`src/rtl/mult_corruption_monitor.sv`:
```
// Scores a locked 8x8 multiplier against a shift-add golden product and reports per-key error statistics.
// Define MCM_HD_ACCUM_EN to build the Hamming-distance popcount and accumulator.
module mult_corruption_monitor #(
  parameter int unsigned OP_W  = 8,
  parameter int unsigned KEY_W = 32,
  parameter int unsigned CNT_W = 16
) (
  input  logic                 clk_i,
  input  logic                 rst_ni,
  input  logic                 sample_valid_i,
  output logic                 sample_ready_o,
  input  logic [OP_W-1:0]      operand1_i,
  input  logic [OP_W-1:0]      operand2_i,
  input  logic [2*OP_W-1:0]    result_i,
  input  logic [KEY_W-1:0]     keyinput_i,
  input  logic                 epoch_clear_i,
  output logic                 done_o,
  output logic                 mismatch_o,
  output logic [2*OP_W-1:0]    golden_o,
  output logic                 rpt_valid_o,
  output logic [KEY_W-1:0]     rpt_key_o,
  output logic [CNT_W-1:0]     rpt_samples_o,
  output logic [CNT_W-1:0]     rpt_errors_o,
  output logic [CNT_W+4:0]     rpt_hd_o
);

  localparam int unsigned RES_W = 2 * OP_W;
  localparam int unsigned HD_W  = CNT_W + 5;
  localparam int unsigned IDX_W = (OP_W > 1) ? $clog2(OP_W) : 1;

  typedef enum logic [1:0] {
    IDLE = 2'd0,
    MUL  = 2'd1,
    CMP  = 2'd2
  } state_t;

  state_t              state_q;
  logic [RES_W-1:0]    mcand_q;
  logic [OP_W-1:0]     mplier_q;
  logic [RES_W-1:0]    acc_q;
  logic [RES_W-1:0]    res_q;
  logic [IDX_W-1:0]    bit_cnt_q;
  logic [KEY_W-1:0]    key_q;
  logic                epoch_open_q;
  logic                clr_pend_q;
  logic [CNT_W-1:0]    smp_cnt_q;
  logic [CNT_W-1:0]    err_cnt_q;
  logic [RES_W-1:0]    diff;
  logic                key_chg;
  logic                clr_now;

  assign sample_ready_o = (state_q == IDLE);
  assign diff           = acc_q ^ res_q;
  assign key_chg        = epoch_open_q && (keyinput_i != key_q);
  assign clr_now        = clr_pend_q | epoch_clear_i;

`ifdef MCM_HD_ACCUM_EN
  logic [HD_W-1:0]     hd_cnt_q;
  logic [HD_W:0]       hd_sum;
  logic [5:0]          pop;

  always_comb begin
    pop = '0;
    for (int unsigned i = 0; i < RES_W; i++) begin
      pop = pop + {5'd0, diff[i]};
    end
    hd_sum = {1'b0, hd_cnt_q} + (HD_W+1)'(pop);
  end
`else
  assign rpt_hd_o = '0;
`endif

  // Multiplicand shifts left and multiplier right each step, equivalent to adding operand1 << i when operand2[i].
  always_ff @(posedge clk_i or negedge rst_ni) begin
    if (!rst_ni) begin
      state_q       <= IDLE;
      mcand_q       <= '0;
      mplier_q      <= '0;
      acc_q         <= '0;
      res_q         <= '0;
      bit_cnt_q     <= '0;
      key_q         <= '0;
      epoch_open_q  <= 1'b0;
      clr_pend_q    <= 1'b0;
      smp_cnt_q     <= '0;
      err_cnt_q     <= '0;
      done_o        <= 1'b0;
      mismatch_o    <= 1'b0;
      golden_o      <= '0;
      rpt_valid_o   <= 1'b0;
      rpt_key_o     <= '0;
      rpt_samples_o <= '0;
      rpt_errors_o  <= '0;
`ifdef MCM_HD_ACCUM_EN
      hd_cnt_q      <= '0;
      rpt_hd_o      <= '0;
`endif
    end else begin
      done_o      <= 1'b0;
      rpt_valid_o <= 1'b0;
      case (state_q)
        IDLE: begin
          if (sample_valid_i) begin
            mcand_q      <= {{OP_W{1'b0}}, operand1_i};
            mplier_q     <= operand2_i;
            acc_q        <= '0;
            res_q        <= result_i;
            bit_cnt_q    <= '0;
            key_q        <= keyinput_i;
            epoch_open_q <= 1'b1;
            state_q      <= MUL;
            if (epoch_clear_i) begin
              smp_cnt_q <= '0;
              err_cnt_q <= '0;
`ifdef MCM_HD_ACCUM_EN
              hd_cnt_q  <= '0;
`endif
            end else if (key_chg) begin
              rpt_valid_o   <= 1'b1;
              rpt_key_o     <= key_q;
              rpt_samples_o <= smp_cnt_q;
              rpt_errors_o  <= err_cnt_q;
              smp_cnt_q     <= '0;
              err_cnt_q     <= '0;
`ifdef MCM_HD_ACCUM_EN
              rpt_hd_o      <= hd_cnt_q;
              hd_cnt_q      <= '0;
`endif
            end
          end else if (epoch_clear_i) begin
            smp_cnt_q    <= '0;
            err_cnt_q    <= '0;
            epoch_open_q <= 1'b0;
`ifdef MCM_HD_ACCUM_EN
            hd_cnt_q     <= '0;
`endif
          end
        end
        MUL: begin
          if (mplier_q[0]) acc_q <= acc_q + mcand_q;
          mcand_q   <= mcand_q << 1;
          mplier_q  <= mplier_q >> 1;
          bit_cnt_q <= bit_cnt_q + IDX_W'(1);
          if (bit_cnt_q == IDX_W'(OP_W - 1)) state_q <= CMP;
          if (epoch_clear_i) clr_pend_q <= 1'b1;
        end
        CMP: begin
          done_o     <= 1'b1;
          mismatch_o <= |diff;
          golden_o   <= acc_q;
          state_q    <= IDLE;
          clr_pend_q <= 1'b0;
          // A pending clear lands after this sample would have been counted, so the net effect is zero.
          if (clr_now) begin
            smp_cnt_q    <= '0;
            err_cnt_q    <= '0;
            epoch_open_q <= 1'b0;
`ifdef MCM_HD_ACCUM_EN
            hd_cnt_q     <= '0;
`endif
          end else begin
            if (smp_cnt_q != '1) smp_cnt_q <= smp_cnt_q + CNT_W'(1);
            if ((|diff) && (err_cnt_q != '1)) err_cnt_q <= err_cnt_q + CNT_W'(1);
`ifdef MCM_HD_ACCUM_EN
            hd_cnt_q <= hd_sum[HD_W] ? '1 : hd_sum[HD_W-1:0];
`endif
          end
        end
        default: state_q <= IDLE;
      endcase
    end
  end

endmodule

```
`config.mk`:
```
export PLATFORM = sky130hd
export DESIGN_NAME = mult_corruption_monitor
export DESIGN_NICKNAME = d
export VERILOG_FILES = /design/src/rtl/mult_corruption_monitor.sv
export SDC_FILE = /design/constraint.sdc
export NUM_CORES = 1
export LEC_CHECK = 0
export ABC_AREA = 1
export ABC_CLOCK_PERIOD_IN_PS = 6560
export CAP_MARGIN = 20
export CORE_ASPECT_RATIO = 2
export CORE_UTILIZATION = 45
export DETAILED_ROUTE_END_ITERATION = 7
export DONT_BUFFER_PORTS = 1
export GPL_TIMING_DRIVEN = 0
export HOLD_SLACK_MARGIN = 0.15
export PLACE_DENSITY = 0.62
export SLEW_MARGIN = 30
export SYNTH_ARGS = -nofsm -noshare
export SYNTH_HDL_FRONTEND = slang
export SYNTH_SLANG_ARGS = --single-unit
export TNS_END_PERCENT = 100
```
`constraint.sdc`:
```
create_clock -name clk_i -period 6.56 [get_ports clk_i]
set_clock_uncertainty 0.2 [all_clocks]
set_input_delay 1.64 -clock clk_i [delete_from_list [all_inputs] [get_ports clk_i]]
set_output_delay 1.64 -clock clk_i [all_outputs]
set_load 0.1 [all_outputs]
```
==> impl_metrics.yaml <==
hold_path:
  worst_min_path_class: "reg -> reg"
  worstHoldPathCells: 2
  whs_endpoint: "epoch_open_q$_DFFE_PN0P_"
  hold_path_startpoint: "epoch_open_q$_DFFE_PN0P_"
global_routing:
  wire_length_of_the_first_global_routing_pass_mm: 44.6
  via_count_of_the_first_global_routing_pass: 8520
  globalRouteOverflowTotal: 0
  grt_max_degree: 211
  initial_antenna_violation_count: 0
  grt_util_all_layers_pct: 24.8
timing:
  tns_ns: 0
  finalSetupViolations: 0
  final_clock_period_utilization_by_the_worst_path_pct: 51.8
  relSlewSlack_pct: 34.8
  rsz_0062_raised_after_global_routing: "no"
  holdWs_ns: 0.283
  timing.final.max_slew_violations: 0
  period_needed_ns: 3.40
  final-hold-violation-count: 0
  max_clock_freq_ghz: 0.294
  tightest_slew_ns: 0.977
floorplan:
  initial_utilization_pct: 46.0
  num_rows: 78
  floorplan.core_area_sq_mm: 0.0227
  die_span_x_um: 110
  dieArea_sq_mm: 0.0239
  dieHeight_um: 218
  ios: 173
logic_synthesis:
  muxShareOfSynthArea_pct: 0
  synth_top_family_by_area: "simple AND/OR/NAND/NOR gates"
  synthTopCellsByArea: "dfrtp_1 50%, nand2_1 18%, nand3_1 5.7%"
  most_common_flop_cell_mapped_by_yosys: "dfrtp_1"
  count_of_state_elements_after_synthesis: 210
  seq_area_frac_synth_pct: 50.2
  yosys.area_share.xor_xnor_pct: 3.60
  netlist_area_before_placement_sq_mm: 0.0105
  simple_gate_share_of_the_synthesized_area_pct: 29.2
  post_synth_num_cell_types: 41
  async_flop_share_pct: 100
  post_synth_fa_ha_maj_area_fraction_pct: 2.46
  synth-edff-count: 0
  synth-warning-count: 0
  syn-mean-instance-area_sq_um: 8.00
  synth_largest_area_cell: "dfrtp_1"
  post-synth-top-area-fraction_pct: 50.2
  synth-compound-area-share_pct: 7.03
  netlist_instances: 1307
detailed_routing:
  routedWlPerCell_um: 17.4
  route.vias.total: 8427
  first_pass_iters: 5
  drt-vias-per-instance: 5.14
  drc: 0
  drtIter0Drc: 448
  drtAntennaViolNets: 0
  postRouteWirelength_mm: 28.6
clock_tree:
  count_of_buffers_added_by_post_cts_timing_repair_for_setup: 0
  clk_pin_slew_ns: 0.06
  cts_sinks: 210
  ctsHoldBuffers: 0
  cts_root_buf: "clkbuf_16"
  clock_tree_from_tritoncts: "yes"
  cts.repair.resized: 0
  cts_max_level: 1
  ctsLongestPathBuffers: 3
  insertion_delay_ns: 0.51
  num_cts_buffers: 20
setup_path:
  crit_buf_inv: 0
  crit-reg2reg-capture: "acc_q[14]$_DFFE_PN0P_"
  critical-path-slowest-cell: "nor2_4"
  critPathArrivalTime_ns: 1.56
  timing.reg2reg.worst_path_depth: 12
  critical_path_required_ns: 4.72
  cp_slowest_stage_delay_ns: 0.60
  cp_cell_sequence: "nor2_4"
  worstReg2RegStart: "acc_q[0]$_DFFE_PN0P_"
  setup.worst_path.start_class: "register"
  worst-r2r-setup-slack_ns: 3.73
  crit_family: "simple AND/OR/NAND/NOR gates"
  timing.setup.critical_path_class: "reg -> out"
  critical_path_peak_fanout: 5
  endpoint_kind: "output port"
layout:
  finish.cell_count_without_fillers: 1641
  final_core_util_pct: 50.8
  layout_common_cells: "507 x nand2_1, 210 x dfrtp_1, 120 x nand3_1, 90 x inv_1, 81 x nor2_1"
  area_occupied_by_multi_input_gates_sq_mm: 0.00451
  reg.largest.list: "key_q: 32 flops, rpt_key_o: 32 flops"
  syn_to_final_growth_pct: 10.5
  seqCellArea_sq_mm: 0.00526
  final.fill_count: 2217
  fraction_of_layout_cells_with_a_size_suffix_above_1_pct: 8.60
  diodes: 0
  finish.net_count: 1437
  finish.instance_area_sq_mm: 0.0116
  layout.cells.most_common: "nand2_1"
placement:
  dp_cells: 1607
  dpl-instance-area_sq_mm: 0.0109
  port-buffer-count: 0
  gp_routability_congestion: 0.943
  place_hpwl_mm: 21.7
pwr:
  ir_drop_mv: 0.374
  p_leak_uw: 0.00611
  cellPowerDensity_mw_per_mm2: 512
outcome:
  result_of_the_run: "completed"
run:
  number_of_max_cap_violations: 0
==> how the worst max path moves through the flow <==
stage	start	to	slack (ns)	cells past startpoint
2_1_floorplan	state_q[1]$_DFFE_PN0P_	sample_ready_o	3.45	1
3_3_place_gp	epoch_clear_i	smp_cnt_q[9]$_DFFE_PN0P_	3.10	8
3_5_place_dp	keyinput_i[7]	rpt_key_o[29]$_DFFE_PN0P_	3.12	13
4_1_cts	state_q[1]$_DFFE_PN0P_	sample_ready_o	3.15	1
5_1_grt	state_q[1]$_DFFE_PN0P_	sample_ready_o	3.14	1
6_report	state_q[1]$_DFFE_PN0P_	sample_ready_o	3.16	1
==> synth_stat cells (6+ instances only) <==
cell	n
a21oi_1	25
ha_1	19
xnor2_1	25
buf_2	30
nor2_1	81
nor3_1	6
nand3_1	120
clkbuf_1	12
nand2_1	507
nor2_2	7
inv_1	90
dfrtp_1	210
xor2_1	18
a22oi_1	7
o21ai_0	53
buf_4	27
o22ai_1	15
a21o_1	7
==> metrics by stage <==
step                total power [uW]  worst slack (ns)
finish                          5910              3.16
global route                    6260              3.14
CTS                             5970              3.15
detailed placement              4780              3.12
global placement                4740              3.10
floorplan                       4240              3.45
==> metal layers <==
layer / global-route usage, % / vias to the layer above / part of all wire, %
met1: 25.0 / 3939 / 34
met4: 13.9 / 0 / 5.2
met3: 3.80 / 65 / 4.9
met2: 46.6 / 227 / 55
li1: - / 4196 / -
met5: 0 / - / 0
==> report_power, final <==
part	switching [uW]	internal, uW	leakage [uW]
registers	1420	1670	0.00273
clock network	501	679	0.000327
logic	1060	572	0.00305
total	2980	2930	0.00611
==> cell type report <==
type	count	area share [%]
plain buffers	71	3.64
inverters	96	3.12
multi-input cells	950	39.0
flip-flops and latches	210	45.5
clock buffers	28	5.21
clock inverters	6	0.531
well taps	280	3.03
==> logic make-up (layout without fill, tap and decap cells) <==
family                   after synthesis  in the layout
XOR/XNOR                              43             43
AO/OA/AOI/OAI                        124            124
flip-flops                           210            210
adder cells (fa/ha/maj)               20             20
buffers and inverters                167            201
AND/OR/NAND/NOR                      742            742
other                                  1             21
Note: power is estimated with default switching activity, not from simulation.
